**config.mk**
```make
export PLATFORM = sky130hd
export DESIGN_NAME = divider
export DESIGN_NICKNAME = d
export VERILOG_FILES = /design/src/rtl/divider.sv
export SDC_FILE = /design/constraint.sdc
export NUM_CORES = 1
export LEC_CHECK = 0
export CAP_MARGIN = 0
export CELL_PAD_IN_SITES_DETAIL_PLACEMENT = 2
export CELL_PAD_IN_SITES_GLOBAL_PLACEMENT = 2
export CORE_MARGIN = 1
export CORE_UTILIZATION = 42
export CTS_CLUSTER_DIAMETER = 50
export DETAILED_ROUTE_END_ITERATION = 8
export DONT_BUFFER_PORTS = 1
export HOLD_SLACK_MARGIN = 0.08
export PLACE_DENSITY_LB_ADDON = 0.3
export SYNTH_ARGS = -nofsm -noshare
export SYNTH_HDL_FRONTEND = slang
export SYNTH_SLANG_ARGS = --single-unit
```
**constraint.sdc**
```tcl
create_clock -name Clk -period 5 [get_ports Clk]
set_clock_uncertainty 0.05 [all_clocks]
set_input_delay 1 -clock Clk [delete_from_list [all_inputs] [get_ports Clk]]
set_output_delay 1 -clock Clk [all_outputs]
set_load 0.1 [all_outputs]
```
**src/rtl/divider.sv**
```systemverilog
// Sequential 8-bit unsigned restoring divider driven by push-buttons: Q / M -> Q (quotient), R (remainder).
// Inputs pass through 2-flop synchronizers; a division takes 8 cycles in DIV, and divide-by-zero finishes at once.
module divider (
  input  logic       Clk,
  input  logic       Reset,
  input  logic       ClearR_LoadQ,
  input  logic       LoadM,
  input  logic       Run,
  input  logic [7:0] S,
  output logic [7:0] Qval,
  output logic [7:0] Rval,
  output logic [6:0] QhexU,
  output logic [6:0] QhexL,
  output logic [6:0] RhexU,
  output logic [6:0] RhexL,
  output logic       Busy,
  output logic       DivZero
);

  typedef enum logic [1:0] {IDLE, DIV, DONE} state_t;

  state_t     state_q, state_d;
  logic [7:0] q_q, q_d;
  logic [7:0] r_q, r_d;
  logic [7:0] m_q, m_d;
  logic [2:0] cnt_q, cnt_d;
  logic       busy_q, busy_d;
  logic       dz_q, dz_d;

  // Synchronizer stages hold active-high button levels, so reset means released.
  logic       loadq_s1_q, loadq_s1_d, loadq_s2_q, loadq_s2_d;
  logic       loadm_s1_q, loadm_s1_d, loadm_s2_q, loadm_s2_d;
  logic       run_s1_q, run_s1_d, run_s2_q, run_s2_d;
  logic [7:0] s_s1_q, s_s1_d, s_s2_q, s_s2_d;

  logic [8:0] trial;
  logic [7:0] trial_sub;

  function automatic logic [6:0] hex7(input logic [3:0] v);
    case (v)
      4'h0: hex7 = 7'b1000000;
      4'h1: hex7 = 7'b1111001;
      4'h2: hex7 = 7'b0100100;
      4'h3: hex7 = 7'b0110000;
      4'h4: hex7 = 7'b0011001;
      4'h5: hex7 = 7'b0010010;
      4'h6: hex7 = 7'b0000010;
      4'h7: hex7 = 7'b1111000;
      4'h8: hex7 = 7'b0000000;
      4'h9: hex7 = 7'b0010000;
      4'hA: hex7 = 7'b0001000;
      4'hB: hex7 = 7'b0000011;
      4'hC: hex7 = 7'b1000110;
      4'hD: hex7 = 7'b0100001;
      4'hE: hex7 = 7'b0000110;
      default: hex7 = 7'b0001110;
    endcase
  endfunction

  always_comb begin
    loadq_s1_d = ~ClearR_LoadQ;
    loadq_s2_d = loadq_s1_q;
    loadm_s1_d = ~LoadM;
    loadm_s2_d = loadm_s1_q;
    run_s1_d   = ~Run;
    run_s2_d   = run_s1_q;
    s_s1_d     = S;
    s_s2_d     = s_s1_q;

    state_d = state_q;
    q_d     = q_q;
    r_d     = r_q;
    m_d     = m_q;
    cnt_d   = cnt_q;
    dz_d    = dz_q;

    // R < M holds before every step, so the 9-bit difference always fits in R.
    trial     = {r_q, q_q[7]};
    trial_sub = 8'(trial - {1'b0, m_q});

    case (state_q)
      IDLE: begin
        if (run_s2_q) begin
          if (m_q == 8'd0) begin
            r_d     = q_q;
            q_d     = 8'hFF;
            dz_d    = 1'b1;
            state_d = DONE;
          end else begin
            r_d     = 8'd0;
            dz_d    = 1'b0;
            cnt_d   = 3'd0;
            state_d = DIV;
          end
        end else begin
          if (loadq_s2_q) begin
            q_d = s_s2_q;
            r_d = 8'd0;
          end
          if (loadm_s2_q) begin
            m_d = s_s2_q;
          end
        end
      end
      DIV: begin
        if (trial >= {1'b0, m_q}) begin
          r_d = trial_sub;
          q_d = {q_q[6:0], 1'b1};
        end else begin
          r_d = trial[7:0];
          q_d = {q_q[6:0], 1'b0};
        end
        cnt_d = cnt_q + 3'd1;
        if (cnt_q == 3'd7) begin
          state_d = DONE;
        end
      end
      DONE: begin
        // Stay here while Run is held so one press gives exactly one division.
        if (!run_s2_q) begin
          state_d = IDLE;
        end
      end
      default: state_d = IDLE;
    endcase

    busy_d = (state_d == DIV);
  end

  always_ff @(posedge Clk or negedge Reset) begin
    if (!Reset) begin
      state_q    <= IDLE;
      q_q        <= 8'd0;
      r_q        <= 8'd0;
      m_q        <= 8'd0;
      cnt_q      <= 3'd0;
      busy_q     <= 1'b0;
      dz_q       <= 1'b0;
      loadq_s1_q <= 1'b0;
      loadq_s2_q <= 1'b0;
      loadm_s1_q <= 1'b0;
      loadm_s2_q <= 1'b0;
      run_s1_q   <= 1'b0;
      run_s2_q   <= 1'b0;
      s_s1_q     <= 8'd0;
      s_s2_q     <= 8'd0;
    end else begin
      state_q    <= state_d;
      q_q        <= q_d;
      r_q        <= r_d;
      m_q        <= m_d;
      cnt_q      <= cnt_d;
      busy_q     <= busy_d;
      dz_q       <= dz_d;
      loadq_s1_q <= loadq_s1_d;
      loadq_s2_q <= loadq_s2_d;
      loadm_s1_q <= loadm_s1_d;
      loadm_s2_q <= loadm_s2_d;
      run_s1_q   <= run_s1_d;
      run_s2_q   <= run_s2_d;
      s_s1_q     <= s_s1_d;
      s_s2_q     <= s_s2_d;
    end
  end

  assign Qval    = q_q;
  assign Rval    = r_q;
  assign Busy    = busy_q;
  assign DivZero = dz_q;
  assign QhexU   = hex7(q_q[7:4]);
  assign QhexL   = hex7(q_q[3:0]);
  assign RhexU   = hex7(r_q[7:4]);
  assign RhexL   = hex7(r_q[3:0]);

endmodule

```
==> tab_implementation.tex <==
\begin{tabular}{lr}
\hline
Metric & Value \\
\hline
\multicolumn{2}{l}{\textbf{Clock network}} \\
\quad Number of levels in the clock H-tree & 2 \\
\quad Later-pin clock latency in the skew report & about 300 ps \\
\quad Number of sinks on the clock net & between 50 and 60 \\
\quad Root buf cell & clkbuf\_8 \\
\quad CTS clock-pin slew for the worst setup and hold paths & 110 ps \\
\quad Number of buffers added for setup after CTS & 0 \\
\quad Post\_cts resized & 0 \\
\quad CTS tree & built \\
\quad Maximum root-to-sink buffer count & 2 \\
\quad Clock buffers created by TritonCTS & 5 \\
\quad Hold buffers post-CTS & 0 \\
\multicolumn{2}{l}{\textbf{STA}} \\
\quad Final hold violations & 0 \\
\quad RSZ-0062 raised after global routing & no \\
\quad Worst slew margin relative to its limit & 0.274 \\
\quad Max-slew violation count & 0 \\
\quad Worst hold slack across all endpoints & 309 ps \\
\quad Setup TNS & 0 ps \\
\quad Slew @ Worst Pin & 1090 ps \\
\quad Achievable frequency & about 0.30 GHz \\
\quad Worst-case setup margin in the final layout & 1620 ps \\
\quad Number of failing setup endpoints in the final timing report & 0 \\
\quad Time the worst path needs with I/O delays and setup & between 3000 and 4000 ps \\
\quad Ratio of final minimum period to clock period & 0.676 \\
\multicolumn{2}{l}{\textbf{Cells and area}} \\
\quad Number of nets in the final layout & 446 \\
\quad Area Growth Syn to Fin & 14.9\% \\
\quad Number of fill cells in the layout & 843 \\
\quad Share of post-route cells with drive strength above 1 & 0.241 \\
\quad Antenna cells & 0 \\
\quad Multi-input gate area in the final layout & 1990 um\^{}2 \\
\quad Total area of sequential cells & 1330 um\^{}2 \\
\quad Final Core Density & 0.503 \\
\multicolumn{2}{l}{\textbf{Floorplanning}} \\
\quad Die width & 92.2 um \\
\quad Top-Level Pins & 59 \\
\quad Die span in y & 92.2 um \\
\quad Cell Rows & 32 \\
\quad Die Footprint & 8510 um\^{}2 \\
\quad Starting density of the core & 0.438 \\
\quad Core region area & 7810 um\^{}2 \\
\multicolumn{2}{l}{\textbf{Critical path}} \\
\quad Bufs and invs on worst path & 3 \\
\quad Crit path max fanout & 6 \\
\quad Data arrival time of the worst path & $\sim$2300 ps \\
\quad Reg2reg path depth & 8 \\
\quad Reg-to-reg setup timing slack & 2210 ps \\
\quad Startpoint type of the worst setup path & flip-flop \\
\quad Required @ worst endpoint & roughly 4000 ps \\
\quad Critical-path cell list & buf\_4 > inv\_1 > ha\_1 > o21ai\_0 > nor2\_1 > a31oi\_2 > buf\_4 \\
\quad Endpoint of the lowest-slack register-to-register path & Qval[0] \\
\quad Delay-heaviest family, CP & buffers and inverters \\
\quad Slowest stage cell, crit path & dfrtp\_1 \\
\quad Sort of element at the end of the critical path & output pin \\
\quad Critical R2R Launch & Rval[5] \\
\quad Start-to-end type of the worst setup path & reg2out \\
\quad Most used cell, CP & buf\_4 \\
\quad Delay contributed by the slowest stage of the critical path & 410 ps \\
\quad CP Launch Point & Qval[5] \\
\multicolumn{2}{l}{\textbf{Synthesis}} \\
\quad Fraction of synthesized area in multiplexers & 0.0490 \\
\quad Cell count after synthesis & between 300 and 400 \\
\quad Async S/R FF share, synth & 1.00 \\
\quad Simple-gate portion of the synthesized area & 0.168 \\
\quad Synth Register Bits & 53 \\
\quad Per-instance average area after synthesis & between 9 and 10 um\^{}2 \\
\quad Compound-gate portion of the synthesized area & 0.189 \\
\quad Post-synthesis cell type count & 50 \\
\quad Synthesized-area fraction occupied by adder cells & 0.130 \\
\quad Xor/xnor share of the synthesized area & 0.0102 \\
\quad Sequential-to-total area share from yosys stat & 0.388 \\
\quad Number of synthesized flops with an enable pin & 0 \\
\quad Cell taking the most area after synthesis & dfrtp\_1 \\
\quad Proportion of netlist area held by the largest area contributor & 0.388 \\
\quad Most common flop cell mapped by yosys & dfrtp\_1 \\
\quad Post-synth design cell area & 3420 um\^{}2 \\
\quad Syn nets & 419 \\
\quad Syn. warnings & 0 \\
\quad Leading post-synthesis cells by cell area & dfrtp\_1 39\%, ha\_1 12\%, o21ai\_0 5.7\% \\
\quad Largest family of logic cells by synthesized area & compound AO/OA/AOI/OAI gates \\
\multicolumn{2}{l}{\textbf{Drt}} \\
\quad Mean routed wirelength per cell & 20.0 um \\
\quad Total wire length & 10000 um \\
\quad Vias & 2864 \\
\quad DRC violation total after the first TritonRoute iteration & 103 \\
\quad Vias/cell & 5.72 \\
\quad Number of remaining DRC errors & 0 \\
\quad Drt pass-1 iters & 4 \\
\quad Antenna-violating nets left & 0 \\
\multicolumn{2}{l}{\textbf{Min path}} \\
\quad Terminating pin of the worst hold path & loadq\_s2\_q \\
\quad Hold Startpoint & loadq\_s1\_q \\
\quad Class of the most critical hold timing path & reg2reg \\
\quad Worst hold path cell count & 0 \\
\multicolumn{2}{l}{\textbf{Global routing}} \\
\quad Initial antenna violation count & 0 \\
\quad Wire length of the first global-routing pass & 16600 um \\
\quad Pin count of the biggest net entering global routing & 54 \\
\quad Overall overflow remaining after global route & 0 \\
\quad All-Layer GR Usage & 0.250 \\
\quad Via count of the first global-routing pass & approximately 3100 \\
\multicolumn{2}{l}{\textbf{Place}} \\
\quad Pre-CTS worst setup slack & 1950 ps \\
\quad Quantity of I/O buffers inserted on ports & 0 \\
\quad Post-detailed-placement half-perimeter wirelength & 7560 um \\
\quad Routability cong. & 0.759 \\
\multicolumn{2}{l}{\textbf{Flow run}} \\
\quad Max-cap violations & 0 \\
\multicolumn{2}{l}{\textbf{Outcome}} \\
\quad Outcome & completed \\
\hline
\end{tabular}
## placed cells by master (no fill, tap or decap), types with 10 or more instances in the layout
| master | netlist | layout |
|---|---|---|
| buf_4 | 1 | 39 |
| o21ai_0 | 39 | 32 |
| mux2i_1 | 10 | 10 |
| nor2_1 | 25 | 25 |
| dfrtp_1 | 53 | 52 |
| ha_1 | 34 | 34 |
| a21oi_1 | 34 | 18 |
| inv_1 | 26 | 26 |
| nand2_1 | 35 | 35 |
| o21ai_2 | 4 | 11 |
| a21oi_2 | 0 | 16 |
## how the worst max path moves through the flow
stage,end,slack (ps),depth (start not counted)
6_report,QhexU[3],1620,7
5_1_grt,QhexU[3],1480,7
4_1_cts,QhexU[3],1590,7
3_5_place_dp,QhexU[3],1950,7
3_3_place_gp,QhexU[2],2130,4
2_1_floorplan,QhexL[4],170,5
## cell families after synthesis
kind of cell / after synthesis
compound gates: 112
xor+xnor: 4
fa+ha+maj: 35
buf+inv: 45
flops: 53
mux: 16
simple gates: 106
## cell usage after synthesis, types with 2 or more instances
| cell type | count |
|---|---|
| nand3_1 | 4 |
| or4_4 | 2 |
| mux2i_1 | 10 |
| nor3_1 | 4 |
| xnor2_1 | 2 |
| a21oi_1 | 34 |
| o21ai_0 | 39 |
| nand3b_1 | 2 |
| a31oi_1 | 8 |
| nand2b_1 | 4 |
| clkbuf_1 | 11 |
| o211ai_1 | 9 |
| xor2_1 | 2 |
| or3_1 | 9 |
| nor2_4 | 2 |
| nor2b_1 | 4 |
| and3_1 | 5 |
| ha_1 | 34 |
| nor2_1 | 25 |
| inv_1 | 26 |
| o21bai_1 | 3 |
| nor3b_1 | 2 |
| dfrtp_1 | 53 |
| o21ai_1 | 5 |
| o21ai_2 | 4 |
| a22o_1 | 2 |
| mux2_2 | 6 |
| a21o_1 | 2 |
| buf_6 | 3 |
| nand2_1 | 35 |
## final cells by class
class / instances / share of cell area
Multi-Input combinational cell: 273 / 0.506
Sequential cell: 53 / 0.338
Timing Repair Buffer: 39 / 0.0745
Tap cell: 102 / 0.0325
Inverter: 26 / 0.0248
Clock buffer: 5 / 0.0175
Clock inverter: 3 / 0.00637
## through the flow
| stage | instance area, um^2 | cells |
|---|---|---|
| after floorplan | 3420 | 371 |
| after global placement | 3830 | 493 |
| after detailed placement | 3830 | 493 |
| after CTS | 3930 | 501 |
| after global routing | 3930 | 501 |
| final | 3930 | 501 |
## flip-flops by register name, summed over array words and instances (netlist names)
name	cells
run_s1_q	1
cnt_q	3
loadq_s2_q	1
loadq_s1_q	1
s_s1_q	8
state_q	2
s_s2_q	8
Busy	1
loadm_s1_q	1
Qval	8
DivZero	1
loadm_s2_q	1
run_s2_q	1
Rval	8
m_q	8
## layer usage
metal	global-route usage	wire [um]	vias to the layer above
met4	0.0521	74	0
met2	0.456	5110	45
met5	0	0	-
met1	0.319	4640	1482
met3	0.0257	192	4
li1	-	-	1333
Power is not shown: default switching activity piles up to over one toggle a cycle in this logic, so the estimate is an artifact.
